==> src/rtl/rram_phase_seq_vddl.sv <==
// ============================================================================
// Module  : rram_phase_seq_vddl
// Brief   : VDDL-domain read/write phase sequencer with programmable durations
// Revision: 1.0
// ============================================================================
`default_nettype none

module rram_phase_seq_vddl #(
    parameter int B_SIZE = 4,
    parameter int N_RD   = 2,
    parameter int CW     = 4
) (
    input  logic              clk_i,
    input  logic              rst_n_i,
    input  logic              start_i,
    input  logic              op_i,
    input  logic              abort_i,
    input  logic              dummy_en_i,
    input  logic [CW-1:0]     t_pre_i,
    input  logic [CW-1:0]     t_dvlp_i,
    input  logic [CW-1:0]     t_sa_i,
    input  logic [CW-1:0]     t_wr_i,
    input  logic [B_SIZE-1:0] sa_data_i,
    output logic              write_vddl_o,
    output logic              not_write_vddl_o,
    output logic [N_RD-1:0]   read_vddl_o,
    output logic [N_RD-1:0]   not_read_vddl_o,
    output logic              pre_l_o,
    output logic              dvlp_l_o,
    output logic              sa_en_l_o,
    output logic              bus_oe_o,
    output logic [B_SIZE-1:0] rd_data_o,
    output logic              busy_o,
    output logic              done_o
);

    typedef enum logic [2:0] {
        S_IDLE  = 3'd0,
        S_PRE   = 3'd1,
        S_DVLP  = 3'd2,
        S_SENSE = 3'd3,
        S_WR    = 3'd4,
        S_FIN   = 3'd5
    } state_t;

    localparam logic [CW-1:0] CNT_ONE = CW'(1);

    state_t            state_q, state_d;
    logic [CW-1:0]     cnt_q, cnt_d;
    logic [CW-1:0]     t_dvlp_q, t_dvlp_d;
    logic [CW-1:0]     t_sa_q, t_sa_d;
    logic [B_SIZE-1:0] rd_data_q, rd_data_d;

    // A zero duration is treated as one cycle, so the counter loads max(T,1)-1.
    function automatic logic [CW-1:0] load_val(input logic [CW-1:0] t);
        return (t == '0) ? '0 : (t - CNT_ONE);
    endfunction

    always_ff @(posedge clk_i or negedge rst_n_i) begin
        if (!rst_n_i) begin
            state_q   <= S_IDLE;
            cnt_q     <= '0;
            t_dvlp_q  <= '0;
            t_sa_q    <= '0;
            rd_data_q <= '0;
        end else begin
            state_q   <= state_d;
            cnt_q     <= cnt_d;
            t_dvlp_q  <= t_dvlp_d;
            t_sa_q    <= t_sa_d;
            rd_data_q <= rd_data_d;
        end
    end

    // The first phase loads straight from the inputs; later phases use latched copies.
    always_comb begin
        state_d   = state_q;
        cnt_d     = cnt_q;
        t_dvlp_d  = t_dvlp_q;
        t_sa_d    = t_sa_q;
        rd_data_d = rd_data_q;
        case (state_q)
            S_IDLE: begin
                if (start_i && dummy_en_i) begin
                    t_dvlp_d = t_dvlp_i;
                    t_sa_d   = t_sa_i;
                    if (op_i) begin
                        state_d = S_WR;
                        cnt_d   = load_val(t_wr_i);
                    end else begin
                        state_d = S_PRE;
                        cnt_d   = load_val(t_pre_i);
                    end
                end
            end
            S_PRE: begin
                if (cnt_q == '0) begin
                    state_d = S_DVLP;
                    cnt_d   = load_val(t_dvlp_q);
                end else begin
                    cnt_d = cnt_q - CNT_ONE;
                end
            end
            S_DVLP: begin
                if (cnt_q == '0) begin
                    state_d = S_SENSE;
                    cnt_d   = load_val(t_sa_q);
                end else begin
                    cnt_d = cnt_q - CNT_ONE;
                end
            end
            S_SENSE: begin
                if (cnt_q == '0) begin
                    state_d   = S_FIN;
                    rd_data_d = sa_data_i;
                end else begin
                    cnt_d = cnt_q - CNT_ONE;
                end
            end
            S_WR: begin
                if (cnt_q == '0) begin
                    state_d = S_FIN;
                end else begin
                    cnt_d = cnt_q - CNT_ONE;
                end
            end
            S_FIN:   state_d = S_IDLE;
            default: state_d = S_IDLE;
        endcase
        // Abort outranks expiry and suppresses the capture.
        if (abort_i && (state_q != S_IDLE)) begin
            state_d   = S_IDLE;
            cnt_d     = '0;
            rd_data_d = rd_data_q;
        end
    end

    logic w_rd_act, w_wr_act;
    assign w_rd_act = (state_q == S_PRE) || (state_q == S_DVLP) || (state_q == S_SENSE);
    assign w_wr_act = (state_q == S_WR);

    assign read_vddl_o      = {N_RD{dummy_en_i &  w_rd_act}};
    assign not_read_vddl_o  = {N_RD{dummy_en_i & ~w_rd_act}};
    assign write_vddl_o     = dummy_en_i &  w_wr_act;
    assign not_write_vddl_o = dummy_en_i & ~w_wr_act;
    assign pre_l_o          = dummy_en_i & (state_q == S_PRE);
    assign dvlp_l_o         = dummy_en_i & (state_q == S_DVLP);
    assign sa_en_l_o        = dummy_en_i & (state_q == S_SENSE);
    assign bus_oe_o         = dummy_en_i & (state_q == S_SENSE);
    assign rd_data_o        = rd_data_q;
    assign busy_o           = (state_q != S_IDLE);
    assign done_o           = (state_q == S_FIN);

endmodule

`default_nettype wire

==> config.mk <==
export PLATFORM = sky130hd
export DESIGN_NAME = rram_phase_seq_vddl
export DESIGN_NICKNAME = d
export VERILOG_FILES = /design/src/rtl/rram_phase_seq_vddl.sv
export SDC_FILE = /design/constraint.sdc
export NUM_CORES = 1
export LEC_CHECK = 0
export BUFFER_PORTS_ARGS = -buffer_cell sky130_fd_sc_hd__clkbuf_2
export CAP_MARGIN = 20
export CORE_UTILIZATION = 33
export CTS_BUF_LIST = sky130_fd_sc_hd__clkbuf_8
export CTS_CLUSTER_DIAMETER = 150
export DETAILED_ROUTE_END_ITERATION = 10
export PLACE_DENSITY = 0.65
export RECOVER_POWER = 25
export SKIP_LAST_GASP = 1
export SLEW_MARGIN = 20
export SYNTH_ARGS = -nofsm -noshare
export SYNTH_HDL_FRONTEND = slang
export SYNTH_SLANG_ARGS = --single-unit
==> constraint.sdc <==
create_clock -name clk_i -period 4.85 [get_ports clk_i]
set_clock_uncertainty 0.2 [all_clocks]
set_input_delay 0.97 -clock clk_i [delete_from_list [all_inputs] [get_ports clk_i]]
set_output_delay 0.97 -clock clk_i [all_outputs]
set_load 0.005 [all_outputs]
==> results.sh <==
export IMPL_root_buffer="clkbuf_8"
export IMPL_critical_path_depth=3
export IMPL_ys_warn_count=0
export IMPL_synthXorXnorAreaFrac_pct=4.832
export IMPL_dpl_cell_area_um2=1678
export IMPL_rsz0062_at_grt="false"
export IMPL_ff2ff_setup_slack_ns=2.39
export IMPL_synth_edff_count=0
export IMPL_finalMaxSlewViolations=0
export IMPL_synth_top_cell_by_area="dfrtp_1"
export IMPL_n_fill_cell=418
export IMPL_netlist_area_um2=1450
export IMPL_slew_headroom_pct=30.56
export IMPL_power_switching_share_pct=43.58
export IMPL_slowest_delay_ns=0.53
export IMPL_final_setup_tns_ns=0
export IMPL_synthMuxAreaShare_pct=10.09
export IMPL_fmax_ghz=0.3571
export IMPL_crit_type="register to output pin"
export IMPL_cts_tree="done"
export IMPL_r2r_end="cnt_q[3]$_DFFE_PN0P_"
export IMPL_hp_class="register to register"
export IMPL_hold_viol_final=0
export IMPL_start_util_pct=35.24
export IMPL_dp_hpwl_um=2486
export IMPL_postCtsHoldBufs=0
export IMPL_cp_num_buf_inv=1
export IMPL_post_cts_setup_buffer_count=0
export IMPL_final_nets=234
export IMPL_internal_power_uw=537.9
export IMPL_cp_required_ns=3.68
export IMPL_pwr_share_clk_pct=12.1
export IMPL_worst_pin_slew_ns=1.042
export IMPL_final_cell_mix="40 x clkbuf_2, 19 x dfrtp_1, 13 x nor2_1, 13 x mux2_2"
export IMPL_synth_simple_area_share_pct=19.24
export IMPL_coreArea_um2=4115
export IMPL_grt_max_degree=20
export IMPL_routedWlPerCell_um=13.19
export IMPL_synth_top_family_by_area="simple AND/OR/NAND/NOR gates"
export IMPL_synthTopCellsByArea="dfrtp_1 33%, mux2_2 10%, ha_1 7.8%"
export IMPL_critical_path_startpoint="state_q[1]$_DFFE_PN0P_"
export IMPL_peakVddDrop_uv=165.7
export IMPL_arrival_ns=1.63
export IMPL_n_antenna_cell=0
export IMPL_synth_nets=195
export IMPL_placement_rows=23
export IMPL_path_max_fanout=13
export IMPL_synthFlopType="dfrtp_1"
export IMPL_crit_family="simple AND/OR/NAND/NOR gates"
export IMPL_r2r_worst_path_cells=6
export IMPL_via_per_inst=5.298
export IMPL_synth_top_area_share_pct=32.79
export IMPL_switchingPower_uw=415.5
export IMPL_synthAdderAreaFrac_pct=7.765
export IMPL_drt_iter0_markers=75
export IMPL_grt_pass1_vias=1123
export IMPL_antenna_found_initial=0
export IMPL_io_pins=42
export IMPL_regToRegStartpoint="cnt_q[0]$_DFFE_PN0P_"
export IMPL_grt_ovfl_total=0
export IMPL_drive_gt1_share_pct=30.30
export IMPL_cap_violations=0
export IMPL_combPwrFrac_pct=55.8
export IMPL_syn_area_per_cell_um2=9.063
export IMPL_area_delta_synth_final_pct=18.81
export IMPL_cp_end_kind="output pin"
export IMPL_final_area_um2=1723
export IMPL_path_clk_slew_ns=0.08
export IMPL_numCtsBuffers=3
export IMPL_mostFrequentLayoutCell="clkbuf_2"
export IMPL_io_buffer_count=41
export IMPL_vias=1314
export IMPL_route_detailed_drc=0
export IMPL_first_pass_iters=4
export IMPL_setup_violations=0
export IMPL_grt_pass1_wl_um=5195
export IMPL_syn_inst=160
export IMPL_wl_um=3272
export IMPL_slowest_stage="dfrtp_1"
export IMPL_clk_path_buf_depth=2
export IMPL_fin_crit_ns=2.801
export IMPL_async_flop_share_pct=100.0
export IMPL_finalCritPeriodShare_pct=57.74
export IMPL_pwr_share_seq_pct=32.1
export IMPL_clock_latency_ns=0.26
export IMPL_antenna_left=0
export IMPL_die_h_um=68.29
export IMPL_power_density_nw_per_um2=553.3
export IMPL_path_cells="nor2_1, and3_1, clkbuf_2"
export IMPL_cts_repair_resized=0
export IMPL_setup_worst_path_end="write_vddl_o"
export IMPL_gp_congestion=0.8001
export IMPL_clock_sinks=19
export IMPL_cts_max_level=1
export IMPL_synth_cell_types=43
export IMPL_die_width_um=68.29
export IMPL_synth_seq_cells=19
export IMPL_status="finished clean"
export IMPL_startpoint_type="register"
export IMPL_grt_total_usage_pct=14.99
export IMPL_die_area_um2=4664
export IMPL_ys_seq_area_share_pct=32.79
export IMPL_p_leak_nw=0.8343
export IMPL_synth_compound_area_share_pct=19.15
synth_stat cells (2+ instances only):
master / count
o211ai_1: 3
o22ai_1: 3
o21ai_0: 5
nor2b_1: 2
xnor2_1: 7
dfrtp_1: 19
and3_1: 2
o221ai_1: 3
or3_1: 4
nor3_1: 5
nand3_1: 4
o31ai_1: 2
buf_4: 3
nor2_1: 13
a31oi_1: 2
a21o_1: 3
ha_1: 9
a32o_1: 4
nand2_1: 12
a21oi_1: 4
mux2_2: 13
or4_1: 2
buf_2: 2
a21boi_0: 3
clkbuf_1: 2
inv_1: 12
registers in the layout, indices dropped and copies added (netlist names):
signal	count
rd_data_o	4
t_dvlp_q	4
state_q	3
t_sa_q	4
cnt_q	4
cell families (layout without fill, tap and decap cells):
family | Yosys count | after routing
buffers and inverters | 20 | 58
and+or+nand+nor | 53 | 53
DFF | 19 | 19
AOI/OAI and AO/OA | 38 | 38
muxes | 13 | 13
xor gates and xnor gates | 8 | 8
adders and majority gates | 9 | 9
through the flow:
step                hold WS [ns]  power, mW  util, %  instances  setup WS (ns)
floorplan                 0.2886     0.7058        -        160          2.237
detailed placement        0.2937     0.8403    40.77        244          2.076
global route              0.3491      1.043    41.87        248          1.918
global placement          0.2980     0.8318    40.77        244          2.093
finish                    0.3163     0.9533    41.87        248          2.049
CTS                       0.3228     0.9634    41.90        248          2.057
layout make-up:
| class | instances | area, um^2 | share of cell area (%) |
|---|---|---|---|
| clock inverter | 1 | 5.005 | 0.2905 |
| multi-input combinational | 121 | 885.9 | 51.42 |
| tap | 50 | 62.56 | 3.631 |
| inverter | 13 | 48.80 | 2.832 |
| clock buffer | 3 | 41.29 | 2.397 |
| timing repair buffer | 41 | 203.9 | 11.84 |
| sequential | 19 | 475.5 | 27.60 |
power groups by stage:
stage | logic [mW] | clock network (mW) | registers (mW)
4_1_cts | 0.537 | 0.121 | 0.306
5_1_grt | 0.595 | 0.127 | 0.320
3_3_place_gp | 0.524 | 0 | 0.307
2_1_floorplan | 0.435 | 0 | 0.271
6_report | 0.532 | 0.116 | 0.306
3_5_place_dp | 0.532 | 0 | 0.309
worst min path at each step:
stage	start	to	slack [ns]	cells after the start
after global routing	rd_data_o[1]$_DFFE_PN0P_	rd_data_o[1]$_DFFE_PN0P_	0.35	1
after global placement	rd_data_o[0]$_DFFE_PN0P_	rd_data_o[0]$_DFFE_PN0P_	0.30	1
after detailed placement	rd_data_o[3]$_DFFE_PN0P_	rd_data_o[3]$_DFFE_PN0P_	0.29	1
after floorplan	cnt_q[1]$_DFFE_PN0P_	cnt_q[1]$_DFFE_PN0P_	0.29	1
after CTS	rd_data_o[3]$_DFFE_PN0P_	rd_data_o[3]$_DFFE_PN0P_	0.32	1
final	rd_data_o[1]$_DFFE_PN0P_	rd_data_o[1]$_DFFE_PN0P_	0.32	1
per-layer routing:
metal / GRT usage [%] / share of wire [%] / vias to the layer above
li1: - / - / 656
met1: 20.24 / 47 / 609
met2: 23.77 / 47 / 44
met3: 1.500 / 4.3 / 5
met4: 7.031 / 1.7 / 0
met5: 0 / 0 / -
worst register-to-register path, delay by kind of cell (launching register included):
| family | cells | cell delay (ns) |
|---|---|---|
| AO/OA/AOI/OAI | 2 | 0.39 |
| AND/OR/NAND/NOR | 2 | 1.04 |
| flip-flops | 1 | 0.41 |
| buffers and inverters | 1 | 0.10 |
| adder cells (fa/ha/maj) | 1 | 0.21 |
Note: power is estimated with default switching activity, not from simulation.
